$ cat config.mk
export PLATFORM = sky130hd
export DESIGN_NAME = mem_access_flat
export DESIGN_NICKNAME = d
export VERILOG_FILES = /design/src/rtl/mem_pkg.sv /design/src/rtl/mem_access_if.sv /design/src/rtl/store_aligner.sv /design/src/rtl/mem_access.sv /design/src/flat_wrapper.sv
export SDC_FILE = /design/constraint.sdc
export NUM_CORES = 1
export LEC_CHECK = 0
export ABC_CLOCK_PERIOD_IN_PS = 4600
export BUFFER_PORTS_ARGS = -buffer_cell sky130_fd_sc_hd__clkbuf_2
export CELL_PAD_IN_SITES_DETAIL_PLACEMENT = 2
export CELL_PAD_IN_SITES_GLOBAL_PLACEMENT = 2
export CORE_ASPECT_RATIO = 0.8
export CORE_UTILIZATION = 30
export CTS_CLUSTER_DIAMETER = 50
export DETAILED_ROUTE_END_ITERATION = 6
export PLACE_DENSITY_LB_ADDON = 0.1
export SLEW_MARGIN = 30
export SYNTH_ARGS = -nofsm -noshare
export SYNTH_HDL_FRONTEND = slang
export SYNTH_HIERARCHICAL = 1
export SYNTH_SLANG_ARGS = --single-unit
$ cat constraint.sdc
create_clock -name clk -period 4.6 [get_ports clk]
set_clock_uncertainty 0.05 [all_clocks]
set_input_delay 0.46 -clock clk [delete_from_list [all_inputs] [get_ports clk]]
set_output_delay 0.46 -clock clk [all_outputs]
set_load 0.005 [all_outputs]
$ cat src/rtl/mem_pkg.sv
`default_nettype none
// ============================================================================
//  Module      : mem_pkg
//  Description : Shared types and constants for the mem_access load/store unit.
//  Revision    : 1.0 - initial release
// ============================================================================
package mem_pkg;

    typedef enum logic [1:0] {
        ST_IDLE = 2'd0,
        ST_BUSY = 2'd1,
        ST_DONE = 2'd2
    } state_e;

    typedef enum logic [1:0] {
        SZ_B = 2'd0,
        SZ_H = 2'd1,
        SZ_W = 2'd2
    } size_e;

    localparam logic [2:0] F3_B  = 3'b000;
    localparam logic [2:0] F3_H  = 3'b001;
    localparam logic [2:0] F3_W  = 3'b010;
    localparam logic [2:0] F3_BU = 3'b100;
    localparam logic [2:0] F3_HU = 3'b101;

    localparam int ACK_TIMEOUT_DEFAULT = 16;

    // Width of a store-style funct3; load codes are folded onto these first.
    function automatic size_e f3_size(input logic [2:0] f3);
        case (f3)
            F3_B:    return SZ_B;
            F3_H:    return SZ_H;
            default: return SZ_W;
        endcase
    endfunction

endpackage
`default_nettype wire

$ cat src/rtl/mem_access_if.sv
`default_nettype none
// ============================================================================
//  Module      : mem_access_if
//  Description : Word-aligned data-memory bus with req/ack handshake.
//  Revision    : 1.0 - initial release
// ============================================================================
interface mem_access_if;

    logic        dmem_req;
    logic        dmem_we;
    logic [31:0] dmem_addr;
    logic [3:0]  dmem_be;
    logic [31:0] dmem_wdata;
    logic        dmem_ack;
    logic [31:0] dmem_rdata;

    modport master (
        output dmem_req,
        output dmem_we,
        output dmem_addr,
        output dmem_be,
        output dmem_wdata,
        input  dmem_ack,
        input  dmem_rdata
    );

    modport slave (
        input  dmem_req,
        input  dmem_we,
        input  dmem_addr,
        input  dmem_be,
        input  dmem_wdata,
        output dmem_ack,
        output dmem_rdata
    );

endinterface
`default_nettype wire

$ cat src/rtl/store_aligner.sv
`default_nettype none
// ============================================================================
//  Module      : store_aligner
//  Description : Byte enables and lane-replicated store data for one access.
//  Revision    : 1.0 - initial release
// ============================================================================
module store_aligner
    import mem_pkg::*;
(
    input  wire  [2:0]  funct3_i,
    input  wire  [1:0]  off_i,
    input  wire  [31:0] wdata_i,
    output logic [3:0]  be_o,
    output logic [31:0] wdata_o
);

    always_comb begin
        be_o    = 4'b1111;
        wdata_o = wdata_i;
        case (funct3_i)
            F3_B: begin
                be_o    = 4'b0001 << off_i;
                wdata_o = {4{wdata_i[7:0]}};
            end
            F3_H: begin
                be_o    = off_i[1] ? 4'b1100 : 4'b0011;
                wdata_o = {2{wdata_i[15:0]}};
            end
            default: begin
                be_o    = 4'b1111;
                wdata_o = wdata_i;
            end
        endcase
    end

endmodule
`default_nettype wire

$ cat src/rtl/mem_access.sv
`default_nettype none
// ============================================================================
//  Module      : mem_access
//  Description : RV32I MEM-stage load/store unit; one req/ack transaction per
//                access, right-aligned load data. Optional misalignment
//                trapping via MEM_ACCESS_MISALIGN_CHECK_EN.
//  Revision    : 1.0 - initial release
// ============================================================================
module mem_access
    import mem_pkg::*;
#(
    parameter int ACK_TIMEOUT = ACK_TIMEOUT_DEFAULT
) (
    input  wire          clk,
    input  wire          rst,
    input  wire          valid_in,
    input  wire          is_load,
    input  wire          is_store,
    input  wire  [2:0]   funct3,
    input  wire  [31:0]  addr,
    input  wire  [31:0]  wdata,
    output logic         stall,
    output logic [31:0]  rdata_out,
    output logic         rdata_valid,
    output logic         misaligned,
    output logic         bus_err,
    mem_access_if.master dmem
);

    localparam logic [1:0] S_IDLE = ST_IDLE;
    localparam logic [1:0] S_BUSY = ST_BUSY;
    localparam logic [1:0] S_DONE = ST_DONE;

    localparam int             CNT_W    = $clog2(ACK_TIMEOUT + 1);
    localparam logic [CNT_W-1:0] CNT_LAST = CNT_W'(ACK_TIMEOUT - 1);

    logic [1:0]       state_q, state_d;
    logic [CNT_W-1:0] cnt_q, cnt_d;
    logic             we_q, we_d;
    logic [31:2]      addr_q, addr_d;
    logic [1:0]       off_q, off_d;
    logic [3:0]       be_q, be_d;
    logic [31:0]      wdata_q, wdata_d;
    size_e            size_q, size_d;
    logic [31:0]      rdata_q, rdata_d;
    logic             rvalid_q, rvalid_d;
    logic             mis_q, mis_d;
    logic             berr_q, berr_d;

    logic        w_req;
    logic        w_busy;
    logic [2:0]  w_f3;
    size_e       w_size;
    logic [31:0] w_addr;
    logic        w_misalign;
    logic [3:0]  w_be;
    logic [31:0] w_wdata;
    logic [31:0] w_shift;
    logic [31:0] w_load;

    assign w_req  = valid_in & (is_load | is_store);
    assign w_busy = (state_q == S_BUSY);

    // Loads are folded onto store width codes so one decoder serves both.
    always_comb begin
        w_f3 = funct3;
        if (!is_store) begin
            case (funct3)
                F3_B, F3_BU: w_f3 = F3_B;
                F3_H, F3_HU: w_f3 = F3_H;
                default:     w_f3 = F3_W;
            endcase
        end
    end

    assign w_size = f3_size(w_f3);

`ifdef MEM_ACCESS_MISALIGN_CHECK_EN
    always_comb begin
        w_addr = addr;
        case (w_size)
            SZ_H:    w_misalign = addr[0];
            SZ_W:    w_misalign = |addr[1:0];
            default: w_misalign = 1'b0;
        endcase
    end
`else
    always_comb begin
        w_misalign = 1'b0;
        w_addr     = addr;
        case (w_size)
            SZ_H:    w_addr[0]   = 1'b0;
            SZ_W:    w_addr[1:0] = 2'b00;
            default: w_addr      = addr;
        endcase
    end
`endif

    store_aligner u_store_aligner (
        .funct3_i (w_f3),
        .off_i    (w_addr[1:0]),
        .wdata_i  (wdata),
        .be_o     (w_be),
        .wdata_o  (w_wdata)
    );

    assign w_shift = dmem.dmem_rdata >> {off_q, 3'b000};

    always_comb begin
        case (size_q)
            SZ_B:    w_load = {24'h0, w_shift[7:0]};
            SZ_H:    w_load = {16'h0, w_shift[15:0]};
            default: w_load = w_shift;
        endcase
    end

    always_comb begin
        state_d  = state_q;
        cnt_d    = cnt_q;
        we_d     = we_q;
        addr_d   = addr_q;
        off_d    = off_q;
        be_d     = be_q;
        wdata_d  = wdata_q;
        size_d   = size_q;
        rdata_d  = rdata_q;
        rvalid_d = 1'b0;
        mis_d    = 1'b0;
        berr_d   = 1'b0;
        case (state_q)
            S_IDLE: begin
                if (w_req) begin
                    we_d    = is_store;
                    addr_d  = w_addr[31:2];
                    off_d   = w_addr[1:0];
                    be_d    = w_be;
                    wdata_d = w_wdata;
                    size_d  = w_size;
                    cnt_d   = '0;
                    if (w_misalign) begin
                        mis_d   = 1'b1;
                        rdata_d = 32'h0;
                        state_d = S_DONE;
                    end else begin
                        state_d = S_BUSY;
                    end
                end
            end
            S_BUSY: begin
                if (dmem.dmem_ack) begin
                    rdata_d  = w_load;
                    rvalid_d = ~we_q;
                    state_d  = S_DONE;
                end else if (cnt_q == CNT_LAST) begin
                    rdata_d = 32'h0;
                    berr_d  = 1'b1;
                    state_d = S_DONE;
                end else begin
                    cnt_d = cnt_q + 1'b1;
                end
            end
            S_DONE:  state_d = S_IDLE;
            default: state_d = S_IDLE;
        endcase
    end

    always_ff @(posedge clk or posedge rst) begin
        if (rst) begin
            state_q  <= S_IDLE;
            cnt_q    <= '0;
            we_q     <= 1'b0;
            addr_q   <= '0;
            off_q    <= 2'b00;
            be_q     <= 4'h0;
            wdata_q  <= 32'h0;
            size_q   <= SZ_B;
            rdata_q  <= 32'h0;
            rvalid_q <= 1'b0;
            mis_q    <= 1'b0;
            berr_q   <= 1'b0;
        end else begin
            state_q  <= state_d;
            cnt_q    <= cnt_d;
            we_q     <= we_d;
            addr_q   <= addr_d;
            off_q    <= off_d;
            be_q     <= be_d;
            wdata_q  <= wdata_d;
            size_q   <= size_d;
            rdata_q  <= rdata_d;
            rvalid_q <= rvalid_d;
            mis_q    <= mis_d;
            berr_q   <= berr_d;
        end
    end

    // Bus outputs are gated by BUSY so an async reset drops them at once.
    assign stall       = w_req & (state_q != S_DONE);
    assign rdata_out   = rdata_q;
    assign rdata_valid = rvalid_q;
    assign misaligned  = mis_q;
    assign bus_err     = berr_q;

    assign dmem.dmem_req   = w_busy;
    assign dmem.dmem_we    = w_busy & we_q;
    assign dmem.dmem_addr  = w_busy ? {addr_q, 2'b00} : 32'h0;
    assign dmem.dmem_be    = w_busy ? be_q : 4'h0;
    assign dmem.dmem_wdata = w_busy ? wdata_q : 32'h0;

endmodule
`default_nettype wire

$ cat src/flat_wrapper.sv
// flat-port wrapper written by rule: the top's interface ports become plain ports
module mem_access_flat import mem_pkg::*;
#(
    parameter int ACK_TIMEOUT = ACK_TIMEOUT_DEFAULT
)
  (clk, rst, valid_in, is_load, is_store, funct3, addr, wdata, stall, rdata_out, rdata_valid, misaligned, bus_err, dmem_dmem_req, dmem_dmem_we, dmem_dmem_addr, dmem_dmem_be, dmem_dmem_wdata, dmem_dmem_ack, dmem_dmem_rdata);
  mem_access_if dmem_i ();
  input  wire clk;
  input  wire rst;
  input  wire valid_in;
  input  wire is_load;
  input  wire is_store;
  input  wire  [2:0] funct3;
  input  wire  [31:0] addr;
  input  wire  [31:0] wdata;
  output logic stall;
  output logic [31:0] rdata_out;
  output logic rdata_valid;
  output logic misaligned;
  output logic bus_err;
  output wire logic [$bits(dmem_i.dmem_req)-1:0] dmem_dmem_req;
  output wire logic [$bits(dmem_i.dmem_we)-1:0] dmem_dmem_we;
  output wire logic [$bits(dmem_i.dmem_addr)-1:0] dmem_dmem_addr;
  output wire logic [$bits(dmem_i.dmem_be)-1:0] dmem_dmem_be;
  output wire logic [$bits(dmem_i.dmem_wdata)-1:0] dmem_dmem_wdata;
  input wire logic [$bits(dmem_i.dmem_ack)-1:0] dmem_dmem_ack;
  input wire logic [$bits(dmem_i.dmem_rdata)-1:0] dmem_dmem_rdata;
  assign dmem_dmem_req = dmem_i.dmem_req;
  assign dmem_dmem_we = dmem_i.dmem_we;
  assign dmem_dmem_addr = dmem_i.dmem_addr;
  assign dmem_dmem_be = dmem_i.dmem_be;
  assign dmem_dmem_wdata = dmem_i.dmem_wdata;
  assign dmem_i.dmem_ack = dmem_dmem_ack;
  assign dmem_i.dmem_rdata = dmem_dmem_rdata;
  mem_access #(.ACK_TIMEOUT(ACK_TIMEOUT)) u_core (.clk(clk), .rst(rst), .valid_in(valid_in), .is_load(is_load), .is_store(is_store), .funct3(funct3), .addr(addr), .wdata(wdata), .stall(stall), .rdata_out(rdata_out), .rdata_valid(rdata_valid), .misaligned(misaligned), .bus_err(bus_err), .dmem(dmem_i));
endmodule
## Word-level counts from Yosys, hierarchy flattened

Cells that the tools add are included.

| word-level totals | value |
|---|---|
| flip-flop bits (word level) | 112 |
| input port bits | 105 |
| word-level logic and storage cells | 73 |
| output and inout port bits | 106 |

| cells by class | value |
|---|---|
| mux-type cells | 27 |
| add/subtract/negate cells | 1 |
| shift operators | 2 |
| bitwise operators | 5 |
| equal/unequal tests | 14 |
| reduce and logical (&&, ||, !) cells | 13 |

Operators by type and width:

| kind | count |
|---|---|
| 32-bit two-way mux | 4 |
| 32-bit one-hot mux with 2 select lines | 2 |
| 32-bit by 5-bit >> shifter with 32-bit output | 1 |
| 5-bit two-way mux | 3 |
| 2-bit one-hot mux with 2 select lines | 3 |
| 5-bit one-hot mux with 2 select lines | 1 |
| 4-bit two-way mux | 2 |
| 4-bit one-hot mux with 2 select lines | 1 |
| 1-bit two-way mux | 7 |
| 2-bit by 1-bit equality test with 1-bit output (second input constant) | 3 |
| 3-bit by 1-bit equality test with 1-bit output (second input constant) | 2 |
| 3-bit equality test (second input constant) | 2 |
| 3-bit zero test | 2 |
| 2-bit two-way mux | 3 |
| 2-bit != test (second input constant) | 3 |
| 2-bit AND reduction | 3 |
| 2-bit OR reduction | 3 |
| 5-bit by 1-bit adder with 5-bit output (second input constant) | 1 |
| 5-bit by 4-bit equality test with 1-bit output (second input constant) | 1 |
| 2-bit zero test | 2 |
| 4-bit AND reduction | 1 |
| 2-bit nonzero test | 2 |
| 1-bit by 2-bit << shifter with 4-bit output (first input constant) | 1 |
| 1-bit AND | 3 |
| 6 further kinds | 6 |

## Logic depth before layout (Yosys ltp)

Gate-level depths: netlist of the first run.

| logic depth | value |
|---|---|
| depth in word-level cells | 11 |
| gate-level depth with buffers | 7 |
| mapped depth without buffers | 6 |

## By module

The synthesis of the first run kept the hierarchy.

By module, submodules not included:

| module | cells each | times used | sequential area each (um^2) | area each (um^2) |
|---|---|---|---|---|
| mem_access | 403 | 1 | 2802.7 | 5154.9 |
| store_aligner | 63 | 1 | 0.0 | 514.2 |

## Least setup slack after synthesis of the first run

No wires, ideal clock.

| timing path | value |
|---|---|
| path kind | reg-to-reg |
| start point | reg u_core.cnt_q[0] |
| end point | reg u_core.cnt_q[3] |
| clock period less this slack | 2.139 ns |
| path buffers | 1 |
| data arrival time | 2.011 ns |
| required time | 4.472 ns |
| stages on the path, launching flop included | 8 |
| setup time | 0.078 ns |
| setup slack | 2.461 ns |
| cell sequence | dfrtp_1 -> ha_1 -> and3_1 -> ha_1 -> or4b_1 -> buf_2 -> or3_1 -> a21boi_1 |

| between the ends | value |
|---|---|
| word-level cells in the longest chain between the ends | 4 |
| elaborated cells between the ends (all ways) | 7 |
| those cells by class | 1 x add/sub; 2 x eq/ne; 3 x mux; 1 x reduce/logical |

RTL lines:

| what | RTL line | source |
|---|---|---|
| start, declared | mem_access.sv:38 | `logic [CNT_W-1:0] cnt_q, cnt_d;` |
| start signal, assigned | mem_access.sv:183 | `cnt_q <= cnt_d;` |
| 5-bit by 1-bit adder with 5-bit output | mem_access.sv:159 | `cnt_d = cnt_q + 1'b1;` |
| 5-bit two-way mux | mem_access.sv:154 | `end else if (cnt_q == CNT_LAST) begin` |
| 5-bit two-way mux | mem_access.sv:150 | `if (dmem.dmem_ack) begin` |
| 5-bit one-hot mux with 2 select lines | mem_access.sv:130 | `case (state_q)` |

Several ways; a longest one is shown, not always the timed one. The select of a mux whose other input is x is not followed.
A chain may end at the register's enable or synchronous reset.

## Worst setup path in the final report of the first run

| timing path | value |
|---|---|
| start point | reg u_core.state_q[1] |
| end point | out dmem_dmem_addr[9] |

| between the ends | value |
|---|---|
| word-level cells in the longest chain between the ends | 2 |

RTL lines:

| what | RTL line | source |
|---|---|---|
| start, declared | mem_access.sv:37 | `logic [1:0] state_q, state_d;` |
| start signal, assigned | mem_access.sv:182 | `state_q <= state_d;` |
| 2-bit by 1-bit equality test with 1-bit output | mem_access.sv:62 | `assign w_busy = (state_q == S_BUSY);` |
| 32-bit two-way mux | mem_access.sv:206 | `assign dmem.dmem_addr = w_busy ? {addr_q, 2'b00} : 32'h0;` |
| end, declared | flat_wrapper.sv:23 | `output wire logic [$bits(dmem_i.dmem_addr)-1:0] dmem_dmem_addr;` |

Every way passes these cells.

==> results of run 1 <==
cell type report:
type / instances / area [um2] / area share [%]
clock buffers: 9 / 225 / 3.17
clock inverters: 6 / 45.0 / 0.633
inverters: 10 / 45.0 / 0.633
multi-input cells: 301 / 2580 / 36.3
flip-flops and latches: 112 / 2800 / 39.4
well taps: 253 / 317 / 4.45
repair buffers: 212 / 1090 / 15.4
report_power, final:
part | leakage, nW | internal [mW] | switching (mW)
Combinational | 1.88 | 0.574 | 0.530
Sequential | 1.37 | 1.34 | 0.209
Clock | 0.124 | 0.368 | 0.371
how the worst max path moves through the flow:
| stage | endpoint | slack, ns |
|---|---|---|
| after detailed placement | u_core/wdata_q[16] | 2.08 |
| after global placement | u_core/wdata_q[19] | 2.10 |
| after floorplan | u_core/addr_q[10] | 1.13 |
| after CTS | dmem_dmem_addr[9] | 2.09 |
| final | dmem_dmem_addr[9] | 2.11 |
| after global routing | dmem_dmem_addr[9] | 1.99 |
cells in the final DEF, fill, tap and decap left out, drive strengths merged, types with 3 or more instances in the layout:
cell type / n
a22o: 16
or2: 3
a32o: 8
conb: 3
nor2: 5
clkinvlp: 3
clkbuf: 216
inv: 12
o21ai: 30
and2: 69
mux2i: 41
ha: 3
mux2: 84
o2bb2ai: 16
dfrtp: 112
buf: 5
through the flow:
stage | instances | util, % | instance area (um2)
after global placement | 887 | 37.1 | 6800
after CTS | 903 | 38.7 | 7100
after detailed placement | 888 | 37.3 | 6830
final | 903 | 38.8 | 7110
after global routing | 903 | 38.8 | 7110
after floorplan | 468 | - | 5680
layer usage:
layer / routed length (um) / up-vias / track usage, % / part of all wire [%]
li1: - / 1997 / - / -
met1: 8370 / 2133 / 25.6 / 50
met2: 7560 / 126 / 28.4 / 45
met3: 742 / 10 / 3.57 / 4.4
met4: 126 / 0 / 3.81 / 0.75
met5: 0 / - / 0 / 0
worst max-delay path: cells and delay by family, from the launching register on:
kind | cells | cell delay [ns]
flip-flops | 1 | 0.42
AND/OR/NAND/NOR | 2 | 0.50
buffers and inverters | 2 | 0.65
kinds of logic (layout without fill, tap and decap cells):
kind of cell	after synthesis	count (layout)	synth area share [%]
compound gates	79	79	10.1
other cells	1	3	0.0661
fa+ha+maj	3	3	0.662
flops	112	112	49.4
buf+inv	55	237	5.41
mux	125	125	24.1
simple gates	91	91	10.3
registers in the layout, summed over array words and instances (netlist names):
register,cells
u_core/be_q,4
u_core/cnt_q,5
u_core/state_q,2
u_core/wdata_q,32
u_core/off_q,2
u_core/rdata_valid,1
u_core/rdata_out,32
u_core/addr_q,30
u_core/bus_err,1
u_core/we_q,1
u_core/size_q,2
==> results.cfg, run 1 <==
[die]
start_util_pct = 30.9
rows = 44
die-area_mm2 = 0.0195
io_pins = 211
dieWidth_um = 156
die_y_um = 125
coreArea_mm2 = 0.0183

[power]
p_per_area_mw_per_mm2 = 477
finalPower_mw = 3.39
max-vdd-ir-drop_v = 0.000171
power_leakage_nw = 3.37

[clock_network]
cts-resized-gates = 0
clock_sinks = 112
path_clk_slew_ns = 0.07
htree_levels = 3
cts_setup_buffers = 0
numCtsBuffers = 9
clock_path_buffers = 2
worstSkewPairLatency_ns = 0.35
root_buffer = clkbuf_16
hold_buffers = 0
cts_tree = yes

[synthesis]
syn_avg_cell_area_um2 = 12.2
async_reset_ff_share_pct = 100
synth_warnings = 6
synthTopCellsByCount = dfrtp_1 (112), and2_1 (69), mux2_1 (68), mux2i_1 (41), o21ai_0 (25)
yosys.area.top_type = dfrtp_1
synth_enable_flop_cells = 0
yosys_register_bits = 112
ys_seq_area_share_pct = 49.4
yosys-top-cells-area = dfrtp_1 (49%), mux2_1 (14%), and2_1 (7.6%), mux2i_1 (7.2%), mux2_2 (2.8%)
syn_inst = 466
synth-main-ff-cell = dfrtp_1
synth_top_cell_area_share_pct = 49.4
synth.most_common_cell = dfrtp_1
ys_types = 39
synth.cell_area_mm2 = 0.00567

[min_path]
hold_path_class = in -> async

[worst_setup_path]
path_cells = nand2b_1, inv_4, and2_1, clkbuf_2
end_kind = output port
required_ns = 4.09
startpoint_type = register
critPathKind = reg -> out
reg2reg_to = u_core/cnt_q[3]
r2r_cells = 6
crit_fanout = 77
r2r-start = u_core/cnt_q[0]
crit_arrival_ns = 1.98
critPathLaunch = u_core/state_q[1]
slowest_stage = inv_4
rrSetupSlack_ns = 2.29
slowest_delay_ns = 0.52

[routing]
drc = 0
avgViaCountPerCell = 4.72
routed_wl_mm = 16.8
drt_iter0_markers = 103
wl_per_cell_um = 18.6
vias = 4266
dr.pass1.iters = 4
ant_nets = 0

[sta]
slew_viol_final = 0
finalCritPeriodShare_pct = 54.1
rsz0062_at_grt = false
slew-limit-headroom_pct = 37.5
holdWs_ns = 0.154
max_freq_ghz = 0.402
period_minus_slack_ns = 2.49
fin_tns_setup_ns = 0
worst_pin_slew_ns = 0.938
layout_setup_ws_ns = 2.11
hold_violations = 0
setup_viol_count_final = 0

[finish]
fin_nets = 754
fillers = 1987
drive_gt1_share_pct = 38.3
area_delta_synth_final_pct = 25.4
diodes = 0

[status]
status = completed

[global_route]
grt_use_total_pct = 18.0
grt_pass1_vias = 4710
grt_antenna_before_repair = 0
grt_max_degree = 78
grt_pass1_wl_mm = 27.1
overflow = 0

[placed_design]
dpl_worst_slack_ns = 2.08
hpwl_mm = 12.6
port_buffers = 207
place_congestion = 0.749

[flow_run]
cap_violations = 0
No activity file was read; power rests on OpenSTA's default activity.
==> run 2, diff against run 1 <==
--- a/config.mk
+++ b/config.mk
@@ -5,7 +5,7 @@
 export SDC_FILE = /design/constraint.sdc
 export NUM_CORES = 1
 export LEC_CHECK = 0
-export ABC_CLOCK_PERIOD_IN_PS = 4600
+export ABC_CLOCK_PERIOD_IN_PS = 2400
 export BUFFER_PORTS_ARGS = -buffer_cell sky130_fd_sc_hd__clkbuf_2
 export CELL_PAD_IN_SITES_DETAIL_PLACEMENT = 2
 export CELL_PAD_IN_SITES_GLOBAL_PLACEMENT = 2
==> constraint.sdc (replaced) <==
create_clock -name clk -period 2.4 [get_ports clk]
set_clock_uncertainty 0.05 [all_clocks]
set_input_delay 0.24 -clock clk [delete_from_list [all_inputs] [get_ports clk]]
set_output_delay 0.24 -clock clk [all_outputs]
set_load 0.005 [all_outputs]
==> run 2 against run 1 <==
  * Hold slack got worse by 0.19 ns
  * The run now ends with hold timing left
  * Via count rose by 2.6%
  * Wire length rose by 3.6%
  * Non-clock buffer count rose by 11
==> results.cfg, run 2 (synthesized netlist as in run 1, its figures left out) <==
[worst_setup_path]
crit_fanout = 7
cpLargestDelayFamily = simple AND/OR/NAND/NOR gates
path_buf_inv = 1
required_ns = 2.57
crit_arrival_ns = 2.40
slowest_stage = or4b_1
startpoint_type = register
rrSetupSlack_ns = 0.17
path_cells = ha_1, and3_1, ha_1, or4b_1, buf_4, o21ai_1, o22ai_1
slowest_delay_ns = 0.51
end_kind = register
critPathKind = reg -> reg
cpMostUsedCell = ha_1

[clock_network]
root_buffer = clkbuf_16
worstSkewPairLatency_ns = 0.35
numCtsBuffers = 9
clock_path_buffers = 2
path_clk_slew_ns = 0.07
clock_sinks = 112
hold_buffers = 0
cts_tree = yes
htree_levels = 3

[finish]
fillers = 1958
area_delta_synth_final_pct = 27.7
drive_gt1_share_pct = 39.4
fin_nets = 765
diodes = 0
fin_util_pct = 39.5
final_common_cell = clkbuf_2
mostFrequentLayoutCells = clkbuf_2 (207), dfrtp_1 (112), and2_1 (69)

[sta]
period_minus_slack_ns = 2.23
fin_tns_setup_ns = 0
slew_viol_final = 0
slew-limit-headroom_pct = 47.9
worst_pin_slew_ns = 0.780
hold_violations = 23
rsz0062_at_grt = false
setup_viol_count_final = 0
holdWs_ns = -0.0404
finalCritPeriodShare_pct = 92.9
max_freq_ghz = 0.449

[global_route]
met2_usage_pct = 28.6
grt_use_met1_pct = 25.9
grt_pass1_wl_mm = 27.6
grt_antenna_before_repair = 0
grt_max_degree = 113
grt_use_total_pct = 18.4
busiest_layer = met2
overflow = 0
use_met3_pct = 4.37
grt_pass1_vias = 4727

[flow_run]
cap_violations = 0

[routing]
ant_nets = 0
drc = 0
routed_wl_mm = 17.4
avgViaCountPerCell = 4.78
vias = 4376
dr.pass1.iters = 4
wl_per_cell_um = 19.0
drt_iter0_markers = 158

[die]
io_pins = 211
start_util_pct = 30.9
dieWidth_um = 156
coreArea_mm2 = 0.0183
rows = 44
die-area_mm2 = 0.0195
die_y_um = 125

[status]
status = finished with violations
violations = hold timing

[placed_design]
place_congestion = 0.744
hpwl_mm = 13.0
port_buffers = 207

[power]
p_per_area_mw_per_mm2 = 919
max-vdd-ir-drop_v = 0.000323
power_leakage_nw = 3.45

[min_path]
hold_path_class = in -> async
run 2: path summary, 6_finish.rpt:
check                             startpoint                 to  depth (start not counted)
hold / removal                           rst    u_core/cnt_q[1]                          3
max in group asynchronous                rst  u_core/wdata_q[9]                          3
min in group clk                    addr[23]  u_core/addr_q[23]                          2
hold reg to reg            u_core/addr_q[28]  u_core/addr_q[28]                          1
setup reg to reg             u_core/cnt_q[0]    u_core/cnt_q[1]                          7
setup / recovery             u_core/cnt_q[0]    u_core/cnt_q[1]                          7
run 2: timing repair:
item | 4_1_cts | 5_1_grt
setup buffers | 0 | 0
gates resized for setup | 0 | 1
setup endpoints to repair | 0 | 2
run 2: report_power, final:
part           total [mW]  switching (mW)  internal, mW
Combinational        2.18            1.05          1.13
Sequential           2.95           0.380          2.57
Clock                1.52           0.779         0.739
run 2: metal layers:
layer / share of wire (%) / vias up / routed length [um]
met5: 0 / - / 0
met1: 48 / 2214 / 8370
li1: - / 2014 / -
met3: 5.1 / 14 / 888
met2: 46 / 134 / 7930
met4: 1.2 / 0 / 204
run 2: worst min-delay path, stage by stage:
cell and delay [ns]:
clkbuf_2 0.10, clkinvlp_4 0.07, buf_12 0.42
run 2: layout make-up:
| class | count | area (um2) | share of cell area [%] |
|---|---|---|---|
| clock inverters | 7 | 72.6 | 1.00 |
| multi-input cells | 301 | 2570 | 35.6 |
| flip-flops and latches | 112 | 2800 | 38.7 |
| inverters | 10 | 41.3 | 0.570 |
| clock buffers | 9 | 225 | 3.11 |
| well taps | 253 | 317 | 4.37 |
| repair buffers | 223 | 1210 | 16.7 |
run 2: metrics by stage:
step	worst slack [ns]	hold WS, ns	std cells	total power [mW]	area (um2)
2_1_floorplan	0.261	0.317	468	4.14	5680
3_3_place_gp	0.320	0.404	899	5.08	6940
3_5_place_dp	0.154	0.407	899	5.22	6940
4_1_cts	0.131	0.0227	915	6.80	7240
5_1_grt	0.0150	0.0321	915	7.10	7240
6_report	0.171	-0.0404	915	6.65	7240
